[src/rtl/divider_share_pkg.sv]
// Shared types and defaults for the shared-divider front end.
package divider_share_pkg;

    localparam int unsigned STATE_W     = 2;
    localparam int unsigned NUM_REQ_DEF = 4;
    localparam int unsigned BW_DATA_DEF = 32;

    typedef enum logic [STATE_W-1:0] {
        IDLE   = 2'd0,
        LAUNCH = 2'd1,
        WAIT   = 2'd2,
        RESP   = 2'd3
    } state_t;

endpackage

[src/rtl/divider_share_rr_arb.sv]
// Round-robin requester selection: first set bit of req at or after ptr, wrapping.
module divider_share_rr_arb
    import divider_share_pkg::*;
#(
    parameter  int unsigned NUM_REQ = NUM_REQ_DEF,
    localparam int unsigned IDX_W   = $clog2(NUM_REQ)
) (
    input  logic [NUM_REQ-1:0] req,
    input  logic [IDX_W-1:0]   ptr,
    output logic [NUM_REQ-1:0] grant,
    output logic [IDX_W-1:0]   index,
    output logic               any
);

    always_comb begin
        int unsigned j;
        grant = '0;
        index = '0;
        any   = 1'b0;
        j     = 0;
        for (int unsigned i = 0; i < NUM_REQ; i++) begin
            j = (32'(ptr) + i) % NUM_REQ;
            if (!any && req[j]) begin
                any      = 1'b1;
                grant[j] = 1'b1;
                index    = IDX_W'(j);
            end
        end
    end

endmodule

[src/rtl/divider_share_ctrl.sv]
// Shares one external divider among NUM_REQ requesters, one operation in flight.
// Define DIVIDER_SHARE_CTRL_CACHE_EN to add a one-entry result cache.
module divider_share_ctrl
    import divider_share_pkg::*;
#(
    parameter int unsigned NUM_REQ = NUM_REQ_DEF,
    parameter int unsigned BW_DATA = BW_DATA_DEF
) (
    input  logic                       clk,
    input  logic                       rstnn,
    input  logic [NUM_REQ-1:0]         req_valid,
    output logic [NUM_REQ-1:0]         req_ready,
    input  logic [NUM_REQ-1:0]         req_is_unsigned,
    input  logic [NUM_REQ*BW_DATA-1:0] req_numerator,
    input  logic [NUM_REQ*BW_DATA-1:0] req_denominator,
    output logic [NUM_REQ-1:0]         rsp_valid,
    input  logic [NUM_REQ-1:0]         rsp_ready,
    output logic [BW_DATA-1:0]         rsp_quotient,
    output logic [BW_DATA-1:0]         rsp_remainder,
    output logic                       div_enable,
    output logic                       div_start,
    output logic                       div_is_unsigned,
    output logic [BW_DATA-1:0]         div_numerator,
    output logic [BW_DATA-1:0]         div_denominator,
    input  logic                       div_busy,
    input  logic [BW_DATA-1:0]         div_quotient,
    input  logic [BW_DATA-1:0]         div_remainder
);

    localparam int unsigned IDX_W = $clog2(NUM_REQ);

    state_t               state_q, state_d;
    logic [IDX_W-1:0]     rr_ptr_q, rr_ptr_d;
    logic [IDX_W-1:0]     owner_q, owner_d;
    logic [BW_DATA-1:0]   quot_q, quot_d;
    logic [BW_DATA-1:0]   rem_q, rem_d;

    logic [NUM_REQ-1:0]   grant;
    logic [IDX_W-1:0]     g_idx;
    logic                 g_any;
    logic [IDX_W-1:0]     rr_next;
    int unsigned          sel_base;
    logic                 sel_unsigned;
    logic [BW_DATA-1:0]   sel_num;
    logic [BW_DATA-1:0]   sel_den;
    logic                 accept;
    logic                 capture;
    logic                 cache_hit;
    logic [BW_DATA-1:0]   hit_quot;
    logic [BW_DATA-1:0]   hit_rem;

    divider_share_rr_arb #(
        .NUM_REQ(NUM_REQ)
    ) u_arb (
        .req  (req_valid),
        .ptr  (rr_ptr_q),
        .grant(grant),
        .index(g_idx),
        .any  (g_any)
    );

    assign sel_base     = 32'(g_idx) * BW_DATA;
    assign sel_unsigned = req_is_unsigned[g_idx];
    assign sel_num      = req_numerator[sel_base +: BW_DATA];
    assign sel_den      = req_denominator[sel_base +: BW_DATA];
    assign rr_next      = (g_idx == IDX_W'(NUM_REQ - 1)) ? '0 : g_idx + 1'b1;

    assign accept    = (state_q == IDLE) && g_any;
    assign req_ready = (state_q == IDLE) ? grant : '0;
    assign capture   = ((state_q == LAUNCH) || (state_q == WAIT)) && !div_busy;

    // Operands always follow the current grant; the divider only samples them on div_start.
    assign div_enable      = 1'b1;
    assign div_is_unsigned = sel_unsigned;
    assign div_numerator   = sel_num;
    assign div_denominator = sel_den;

    assign rsp_quotient  = quot_q;
    assign rsp_remainder = rem_q;

`ifdef DIVIDER_SHARE_CTRL_CACHE_EN
    logic               cache_valid_q;
    logic               cache_uns_q;
    logic [BW_DATA-1:0] cache_num_q, cache_den_q, cache_quot_q, cache_rem_q;
    logic               op_uns_q;
    logic [BW_DATA-1:0] op_num_q, op_den_q;

    assign cache_hit = cache_valid_q && (cache_uns_q == sel_unsigned) &&
                       (cache_num_q == sel_num) && (cache_den_q == sel_den);
    assign hit_quot  = cache_quot_q;
    assign hit_rem   = cache_rem_q;

    // Operands are latched at accept since requesters may change them afterwards.
    always_ff @(posedge clk or negedge rstnn) begin
        if (!rstnn) begin
            cache_valid_q <= 1'b0;
            cache_uns_q   <= 1'b0;
            cache_num_q   <= '0;
            cache_den_q   <= '0;
            cache_quot_q  <= '0;
            cache_rem_q   <= '0;
            op_uns_q      <= 1'b0;
            op_num_q      <= '0;
            op_den_q      <= '0;
        end else begin
            if (accept) begin
                op_uns_q <= sel_unsigned;
                op_num_q <= sel_num;
                op_den_q <= sel_den;
            end
            if (capture) begin
                cache_valid_q <= 1'b1;
                cache_uns_q   <= op_uns_q;
                cache_num_q   <= op_num_q;
                cache_den_q   <= op_den_q;
                cache_quot_q  <= div_quotient;
                cache_rem_q   <= div_remainder;
            end
        end
    end
`else
    assign cache_hit = 1'b0;
    assign hit_quot  = '0;
    assign hit_rem   = '0;
`endif

    always_comb begin
        state_d   = state_q;
        rr_ptr_d  = rr_ptr_q;
        owner_d   = owner_q;
        quot_d    = quot_q;
        rem_d     = rem_q;
        div_start = 1'b0;
        rsp_valid = '0;
        unique case (state_q)
            IDLE: begin
                if (accept) begin
                    owner_d  = g_idx;
                    rr_ptr_d = rr_next;
                    if (cache_hit) begin
                        quot_d  = hit_quot;
                        rem_d   = hit_rem;
                        state_d = RESP;
                    end else begin
                        div_start = 1'b1;
                        state_d   = LAUNCH;
                    end
                end
            end
            LAUNCH, WAIT: begin
                if (capture) begin
                    quot_d  = div_quotient;
                    rem_d   = div_remainder;
                    state_d = RESP;
                end else begin
                    state_d = WAIT;
                end
            end
            RESP: begin
                rsp_valid[owner_q] = 1'b1;
                if (rsp_ready[owner_q]) begin
                    state_d = IDLE;
                end
            end
            default: state_d = IDLE;
        endcase
    end

    always_ff @(posedge clk or negedge rstnn) begin
        if (!rstnn) begin
            state_q  <= IDLE;
            rr_ptr_q <= '0;
            owner_q  <= '0;
            quot_q   <= '0;
            rem_q    <= '0;
        end else begin
            state_q  <= state_d;
            rr_ptr_q <= rr_ptr_d;
            owner_q  <= owner_d;
            quot_q   <= quot_d;
            rem_q    <= rem_d;
        end
    end

endmodule

[config.mk]
export PLATFORM = sky130hd
export DESIGN_NAME = divider_share_ctrl
export DESIGN_NICKNAME = d
export VERILOG_FILES = /design/src/rtl/divider_share_pkg.sv /design/src/rtl/divider_share_rr_arb.sv /design/src/rtl/divider_share_ctrl.sv
export SDC_FILE = /design/constraint.sdc
export NUM_CORES = 1
export LEC_CHECK = 0
export CORE_AREA = 8 8 178 180
export CTS_CLUSTER_DIAMETER = 50
export CTS_CLUSTER_SIZE = 20
export DETAILED_ROUTE_END_ITERATION = 8
export DIE_AREA = 0 0 186 188
export GPL_TIMING_DRIVEN = 0
export PLACE_DENSITY = 0.54
export SLEW_MARGIN = 20
export SYNTH_ARGS = -nofsm -noshare
export SYNTH_HDL_FRONTEND = slang
export SYNTH_SLANG_ARGS = --single-unit
[constraint.sdc]
create_clock -name clk -period 4.5 [get_ports clk]
set_clock_uncertainty 0.1 [all_clocks]
set_input_delay 0.9 -clock clk [delete_from_list [all_inputs] [get_ports clk]]
set_output_delay 0.9 -clock clk [all_outputs]
set_load 0.1 [all_outputs]
==> reports/qor.csv, run 1 <==
metric;value;unit
status;finished clean;
Total Die Area;35000;µm²
total CTS buffers;9;
clock tree root driver cell;clkbuf_16;
worst endpoint required time;3.50;ns
DP HPWL;24800;µm
WS Path Type;in2out;
Final ANT Viol Nets;0;
Post-DP Area;10700;µm²
register bit total from synthesis;70;
Layout area overhead;107;%
Final period util;0.959;
GRT Total Usage;0.157;
Slew @ Worst Pin;1.04;ns
RSZ-0062 raised after global routing;no;
cell count after synthesis;438;
vias in the first global route;5911;
Seq/Total Area, Yosys;0.326;
Period minus WS final;4.31;ns
Yosys top cell area share;0.369;
WL per Instance;21.9;µm
Chip Height;188;µm
chip width;186;µm
most frequent cell after synthesis;mux2i_1;
share of post-route cells with drive strength above 1;0.256;
final setup fails;0;
Yosys cell types;39;
largest net degree at the start of global routing;41;
leading area contributor after synthesis;mux2i_1;
nets@finish;1274;
number of flops mapped to enable cells by yosys;0;
first-pass GRT wire length;40800;µm
Max-cap violations;0;
initial DRC count;111;
CTS tree;built;
ys async rst share;1.00;
RePlAce Congestion;0.856;
post-synthesis cell area;5370;µm²
core area;29000;µm²
synth warn;0;
vias per cell;4.09;
Boundary Pins;474;
CTS H-tree depth;3;
Longest Clk Path Bufs;2;
CTS clk-pin slew, worst paths;0.06;ns
Max-slew headroom;0.304;
setup TNS;0;ns
top_reg_cell synth;dfrtp_1;
FP Rows;63;
Worst-Skew Late Latency;0.33;ns
Hold Vio Cnt, Final;0;
Slew Limit Fails;0;
crit path DAT;3.31;ns
Initial Utilization;0.185;
total wire length;29000;µm
Synth area leaders;mux2i_1 37%, dfrtp_1 33%, mux2_2 13%;
Post-Syn Nets;782;
Max Freq;232;MHz
post-route cell area;11100;µm²
synthesized area per cell;12.2;µm²
clock sink count;70;
worst min path class;in2async;
DRT Pass-1 Iters;6;
CP endpoint kind;output pin;
via count;5434;
crit-path max FO;10;
hold buffers post-CTS;0;
PortBufs;472;
Synth top cells by count;198 x mux2i_1, 70 x dfrtp_1, 64 x mux2_2;
DRC errors left;0;
CP Launch Type;input pin;
initial antenna violation count;4;
Overflow after GRT;0;
## sequential cells by signal, summed over array words and instances (netlist names)
| name | flops |
|---|---|
| state_q | 2 |
| rr_ptr_q | 2 |
| rsp_quotient | 32 |
| owner_q | 2 |
| rsp_remainder | 32 |
## per-layer routing
metal  share of wire  track usage  vias to the layer above
met5         0.00045            0                        -
met4           0.015       0.0363                        2
met3           0.095       0.0571                       24
met2            0.52        0.285                      256
met1            0.37        0.168                     2542
li1                -            -                     2610
## stage by stage
stage / util / hold WS, ns / instances / setup WS, ns
after floorplan: - / 0.433 / 438 / -0.391
after global placement: 0.369 / 0.389 / 1300 / -1.24
after detailed placement: 0.370 / 0.394 / 1301 / -1.27
after CTS: 0.380 / 0.407 / 1323 / 0.000232
after global routing: 0.383 / 0.416 / 1327 / 0.0402
final: 0.383 / 0.401 / 1327 / 0.186
## layout make-up
type                    instances  area [µm²]
diodes                          2        5.00
plain buffers                  32         329
clock buffers                  10         229
clock inverters                 6        93.8
fillers                      2927       17900
inverters                       6        22.5
multi-input cells             330        3460
flip-flops and latches         70        1750
well taps                     390         488
repair buffers                481        4730
## critical path, cell delays in order
cell,delay [ns]
dlygate4sd2_1,0.31
mux4_2,0.61
nor2b_4,0.16
o21ai_2,0.06
o21ai_2,0.06
buf_6,0.18
buf_12,0.18
buf_12,0.16
mux2i_2,0.33
mux2i_2,0.11
buf_4,0.25
## cell usage in the layout, fill, tap and decap left out, drive strengths merged, types with 5 or more instances in the layout
master and instances:
clkdlybuf4s50 398, inv 7, nand2 5, o21ai 9
clkbuf 28, nor2b 8, ha 9, nor2 6
mux2i 199, buf 88, mux2 66, dfrtp 70
## what timing repair did
action / CTS / global route
setup endpoints to repair: 69 / 66
endpoints found under the hold margin: 0 / 0
gates resized for setup: 417 / 23
buffers inserted: 5 / 2
cloned: 1 / 0
## final timing paths
check                                      from                  end  slack (ns)  depth (start not counted)
worst max-delay path               req_valid[2]  div_denominator[13]        0.19                         11
worst min-delay path                      rstnn    rsp_remainder[29]        0.40                          1
worst max register to register      rr_ptr_q[1]           owner_q[0]        1.68                         11
worst min register to register  rsp_quotient[1]      rsp_quotient[1]        0.40                          1
max in group asynchronous                 rstnn    rsp_remainder[19]        3.34                          2
min in group clk                rsp_quotient[1]      rsp_quotient[1]        0.40                          1
## cells by family after synthesis
kind of cell | after synthesis | share of synthesized area
multiplexers | 269 | 0.529
flip-flops | 70 | 0.326
buffers and inverters | 38 | 0.0623
AND/OR/NAND/NOR | 27 | 0.0292
AO/OA/AOI/OAI | 23 | 0.0301
adder cells (fa/ha/maj) | 9 | 0.0210
other | 1 | 0.000699
XOR/XNOR | 1 | 0.00163
Power of run 1 is left out: the tool's default activity adds up to more than one toggle a clock period on the data nets, which glitch-free logic cannot reach.
==> run 2: changes to the inputs <==
Settings changed: REMOVE_ABC_BUFFERS set to 1.
Clock period 4.5 ns to 4.25 ns, I/O delays scaled along.
==> run 2 against run 1 <==
Compared with the run above: the flow now finishes with violations (negative setup slack); highest routed layer is now met4; wire length decreased by 8.5%; critical path type unchanged; die area unchanged; count of clock-buffer cells in the layout decreased by 1; global-route usage decreased by 1.4 points.
==> reports/qor.csv, run 2 (synthesis results as in run 1) <==
metric;value;unit;change
RePlAce Congestion;0.733;;-14%
Total Die Area;35000;µm²;unchanged
CP endpoint kind;output pin;;
utilization after layout;0.412;;+0.0290
Period minus WS final;4.33;ns;
WS Path Type;in2out;;
RSZ-0062 raised after global routing;yes;;
Reg2Reg Setup Slack;1.87;ns;+0.19 ns
first-pass GRT wire length;38100;µm;-6.7%
critical path depth;14;;+3
vias per cell;4.09;;about the same
initial DRC count;135;;+22%
slowest stage cell, crit path;mux4_2;;
total wire length;26600;µm;-8.5%
clock sink count;70;;unchanged
PortBufs;472;;unchanged
Overflow after GRT;0;;unchanged
crit-path max FO;8;;-2
Slew @ Worst Pin;1.06;ns;+0.0214 ns
r2r startpoint;rr_ptr_q[0];;
Final ANT Viol Nets;0;;unchanged
share of post-route cells with drive strength above 1;0.275;;+0.0190
crit path DAT;3.38;ns;+0.07 ns
status;finished with violations;;
hold buffers post-CTS;0;;unchanged
worst endpoint required time;3.30;ns;-0.20 ns
Max Freq;231;MHz;
DRC errors left;0;;unchanged
CP top delay family;buffers and inverters;;
Layout area overhead;123;%;
Chip Height;188;µm;unchanged
GRT Total Usage;0.143;;-0.0135
worst min path class;in2async;;
CP Launch Type;input pin;;
largest net degree at the start of global routing;40;;-2.4%
initial antenna violation count;1;;-3
Boundary Pins;474;;unchanged
most frequent cells in the layout;398 x clkdlybuf4s50_1, 185 x mux2i_1, 68 x dfrtp_1;;
WL per Instance;19.4;µm;-11%
Max-slew headroom;0.290;;-0.0143
Longest Clk Path Bufs;2;;unchanged
leading cell type in the layout, fill and taps excluded;clkdlybuf4s50_1;;
crit path buf inv count;8;;+3
via count;5596;;+3.0%
nets@finish;1315;;+3.2%
Slew Limit Fails;0;;unchanged
worst reg-to-reg path cell count;10;;-1
CTS clk-pin slew, worst paths;0.06;ns;about the same
CP peak stage delay;0.50;ns;-0.11 ns
Max-cap violations;0;;unchanged
core area;29000;µm²;unchanged
most frequent cell on the critical path;buf_16;;
capture point of the worst reg-to-reg path;rr_ptr_q[1];;
vias in the first global route;6203;;+4.9%
FP Rows;63;;unchanged
Initial Utilization;0.185;;unchanged
Worst-Skew Late Latency;0.32;ns;about the same
Final period util;1.02;;
DRT Pass-1 Iters;4;;-2
DP HPWL;22100;µm;-11%
CTS H-tree depth;3;;unchanged
violated checks;negative setup slack;;
final setup fails;8;;+8
CTS tree;built;;
clock tree root driver cell;clkbuf_16;;
chip width;186;µm;unchanged
total CTS buffers;9;;unchanged
CP Cell Sequence;buf_8 -> mux4_2 -> nor2b_4 -> o21ai_2 -> o21ai_4 -> clkbuf_16 -> buf_16 -> buf_16 -> buf_16 -> buf_16 -> buf_6 -> mux2i_1 -> mux2i_1 -> buf_6;;
worst setup slack after layout;-0.0815;ns;-0.268 ns
Hold Vio Cnt, Final;0;;unchanged
==> run 2: worst reg2reg max path, stage by stage (launching register included) <==
cell	delay, ns
dfrtp_4	0.51
inv_4	0.09
ha_4	0.21
mux4_2	0.43
nor2b_4	0.17
o21ai_2	0.08
o21ai_4	0.09
buf_4	0.13
buf_4	0.23
xor2_1	0.16
o21ai_1	0.07
==> run 2: worst max-delay path by stage <==
stage            startpoint  slack (ns)                   to
2_1_floorplan   rr_ptr_q[0]       -5.22   div_denominator[0]
5_1_grt        req_valid[1]       -0.17     div_numerator[9]
3_3_place_gp   req_valid[2]       -8.09  div_denominator[27]
4_1_cts        req_valid[1]       -0.11     div_numerator[9]
3_5_place_dp   req_valid[2]       -2.15     div_numerator[9]
6_report       req_valid[1]       -0.08  div_denominator[17]
==> run 2: layer usage <==
layer / GRT usage / vias to the layer above / wire [µm]
li1: - / 2701 / -
met1: 0.143 / 2612 / 9050
met2: 0.269 / 268 / 14100
met3: 0.0606 / 15 / 3070
met4: 0.0281 / 0 / 298
met5: 0 / - / 0
==> run 2: area by class of cell <==
cell class              count  area [µm²]
flip-flops and latches     70        1760
clock inverters             7         105
fillers                  2853       17100
diodes                      1        2.50
well taps                 390         488
repair buffers            554        5920
inverters                   6        25.0
clock buffers               9         225
multi-input cells         330        3430
==> run 2: repair_timing <==
item,4_1_cts,5_1_grt
pin swaps,3,3
gates cloned,6,3
buffers inserted,37,21
gates resized for setup,420,80
endpoints found under the setup margin,70,56
==> run 2: through the flow <==
| stage | instance area, µm² | cells | hold slack [ns] | setup WS (ns) | TNS, ns |
|---|---|---|---|---|---|
| floorplan | 5050 | 406 | 0.433 | -5.22 | -360.01 |
| global placement | 10300 | 1268 | 0.388 | -8.09 | -680.03 |
| detailed placement | 10700 | 1284 | 0.394 | -2.15 | -111.19 |
| CTS | 11600 | 1343 | 0.408 | -0.108 | -0.698 |
| global route | 12000 | 1367 | 0.412 | -0.172 | -2.68 |
| finish | 12000 | 1367 | 0.401 | -0.0815 | -0.305 |
Power of run 2 is left out for the same reason.
==> run 3: changes to the inputs <==
Settings changed: PLACE_DENSITY 0.54 to not set, PLACE_DENSITY_LB_ADDON set to 0.1.
==> run 3 against run 2 <==
Compared with the run above: the run now ends clean; cell count fell by 1.3%; core utilization fell by 1.1 points; register-to-register slack got worse by 0.16 ns; first-iteration DRC count rose by 14%; critical path depth fell by 2; via count fell by 1.8%; fmax rose by 3.7%.
==> reports/qor.csv, run 3 (synthesis results as in run 1) <==
metric;value;unit;change
status;finished clean;;
largest net degree at the start of global routing;46;;+15%
FP Rows;63;;unchanged
Longest Clk Path Bufs;2;;unchanged
Slew Limit Fails;0;;unchanged
PortBufs;472;;unchanged
Chip Height;188;µm;unchanged
capture point of the worst reg-to-reg path;owner_q[0];;
GRT Total Usage;0.159;;+0.0161
CP endpoint kind;output pin;;
Final ANT Viol Nets;0;;unchanged
Slew @ Worst Pin;1.04;ns;-0.0186 ns
nets@finish;1295;;-1.5%
worst endpoint required time;3.30;ns;about the same
Max Freq;239;MHz;+3.7%
CTS tree;built;;
crit path DAT;3.23;ns;-0.15 ns
post-route cell area;11600;µm²;-2.7%
Worst-Skew Late Latency;0.32;ns;about the same
CP Launch Type;input pin;;
CTS H-tree depth;3;;unchanged
Max-cap violations;0;;unchanged
worst reg-to-reg path cell count;9;;-1
chip width;186;µm;unchanged
DRC errors left;0;;unchanged
WL per Instance;21.3;µm;+9.7%
crit-path max FO;6;;-2
core area;29000;µm²;unchanged
Hold Vio Cnt, Final;0;;unchanged
Final period util;0.983;;-0.0362
vias per cell;4.07;;-0.48%
via count;5496;;-1.8%
Period minus WS final;4.18;ns;-0.154 ns
share of post-route cells with drive strength above 1;0.262;;-0.0131
most frequent cells in the layout;398 x clkdlybuf4s50_1, 182 x mux2i_1, 68 x dfrtp_1;;
worst min path class;in2async;;
leading cell type in the layout, fill and taps excluded;clkdlybuf4s50_1;;
clock sink count;70;;unchanged
vias in the first global route;6134;;-1.1%
RePlAce Congestion;0.796;;+8.6%
Total Die Area;35000;µm²;unchanged
Boundary Pins;474;;unchanged
Layout area overhead;117;%;
initial antenna violation count;9;;+8
WS Path Type;in2out;;
clock tree root driver cell;clkbuf_16;;
initial DRC count;154;;+14%
filler instances;2869;;+0.56%
Post-DP Area;10800;µm²;+0.65%
Non-Filler Instances;1349;;-1.3%
total CTS buffers;9;;unchanged
r2r startpoint;rr_ptr_q[0];;
Overflow after GRT;0;;unchanged
final hold slack;0.329;ns;-0.0716 ns
DRT Pass-1 Iters;4;;unchanged
final setup fails;0;;-8
Initial Utilization;0.185;;unchanged
CTS clk-pin slew, worst paths;0.07;ns;about the same
DP HPWL;24700;µm;+12%
total wire length;28800;µm;+8.3%
first-pass GRT wire length;41100;µm;+8.0%
Reg2Reg Setup Slack;1.71;ns;-0.16 ns
Placed Cells;1286;;+0.16%
Max-slew headroom;0.302;;+0.0124
run 3: cell count changes in the layout (fill, tap and decap cells not counted), sizes merged:
| cell | delta |
|---|---|
| bufinv | -1 |
| bufbuf | +2 |
| diode | +2 |
| dlygate4sd2 | +3 |
| buf | -17 |
| clkinvlp | +1 |
| clkdlybuf4s15 | -4 |
| clkbuf | -4 |
run 3: what timing repair did:
action	4_1_cts	5_1_grt
gates resized for setup	394	54
endpoints found under the setup margin	69	60
cloned	4	0
pin swaps	4	5
setup buffers	31	10
hold buffers	0	0
run 3: per-stage QoR:
step	utilization	worst slack [ns]	TNS, ns
after floorplan	-	-5.22	-360.01
after CTS	0.397	0.000501	0
after global placement	0.354	-7.72	-708.52
final	0.401	0.0722	0
after detailed placement	0.371	-1.70	-94.56
after global routing	0.401	-0.00560	-0.00922
run 3: final cells by class:
class | instances | area [µm²] | share of cell area
Sequential cell | 70 | 1760 | 0.151
Clock inverter | 7 | 80.1 | 0.00689
Timing Repair Buffer | 534 | 5580 | 0.480
Multi-Input combinational cell | 330 | 3470 | 0.298
Inverter | 6 | 25.0 | 0.00215
Clock buffer | 9 | 225 | 0.0194
Tap cell | 390 | 488 | 0.0420
Antenna cell | 3 | 7.51 | 0.000646
run 3: worst max path at each step:
stage                             from  cells after the start  slack [ns]                   to
after floorplan            rr_ptr_q[0]                      7       -5.22   div_denominator[0]
after global placement    req_valid[2]                      8       -7.72    div_numerator[14]
after detailed placement  req_valid[2]                     13       -1.70  div_denominator[27]
after CTS                 req_valid[1]                     11      0.0005    div_numerator[31]
after global routing      req_valid[1]                     13      -0.006    div_numerator[14]
final                     req_valid[1]                     12        0.07     div_numerator[9]
run 3: worst max-delay path, stage by stage:
cell and delay (ns):
buf_6 0.11, mux4_2 0.53, nor2b_4 0.16, o21ai_2 0.15
o21ai_4 0.09, buf_12 0.14, buf_16 0.13, buf_16 0.13
buf_12 0.13, mux2i_1 0.11, mux2i_1 0.21, buf_2 0.48
run 3: layer usage:
layer | GRT usage | part of all wire | vias to the layer above
li1 | - | - | 2674
met1 | 0.151 | 0.32 | 2537
met2 | 0.298 | 0.54 | 251
met3 | 0.0830 | 0.13 | 24
met4 | 0.0330 | 0.0096 | 10
met5 | 0 | 0.0023 | -
Power of run 3 is left out for the same reason.
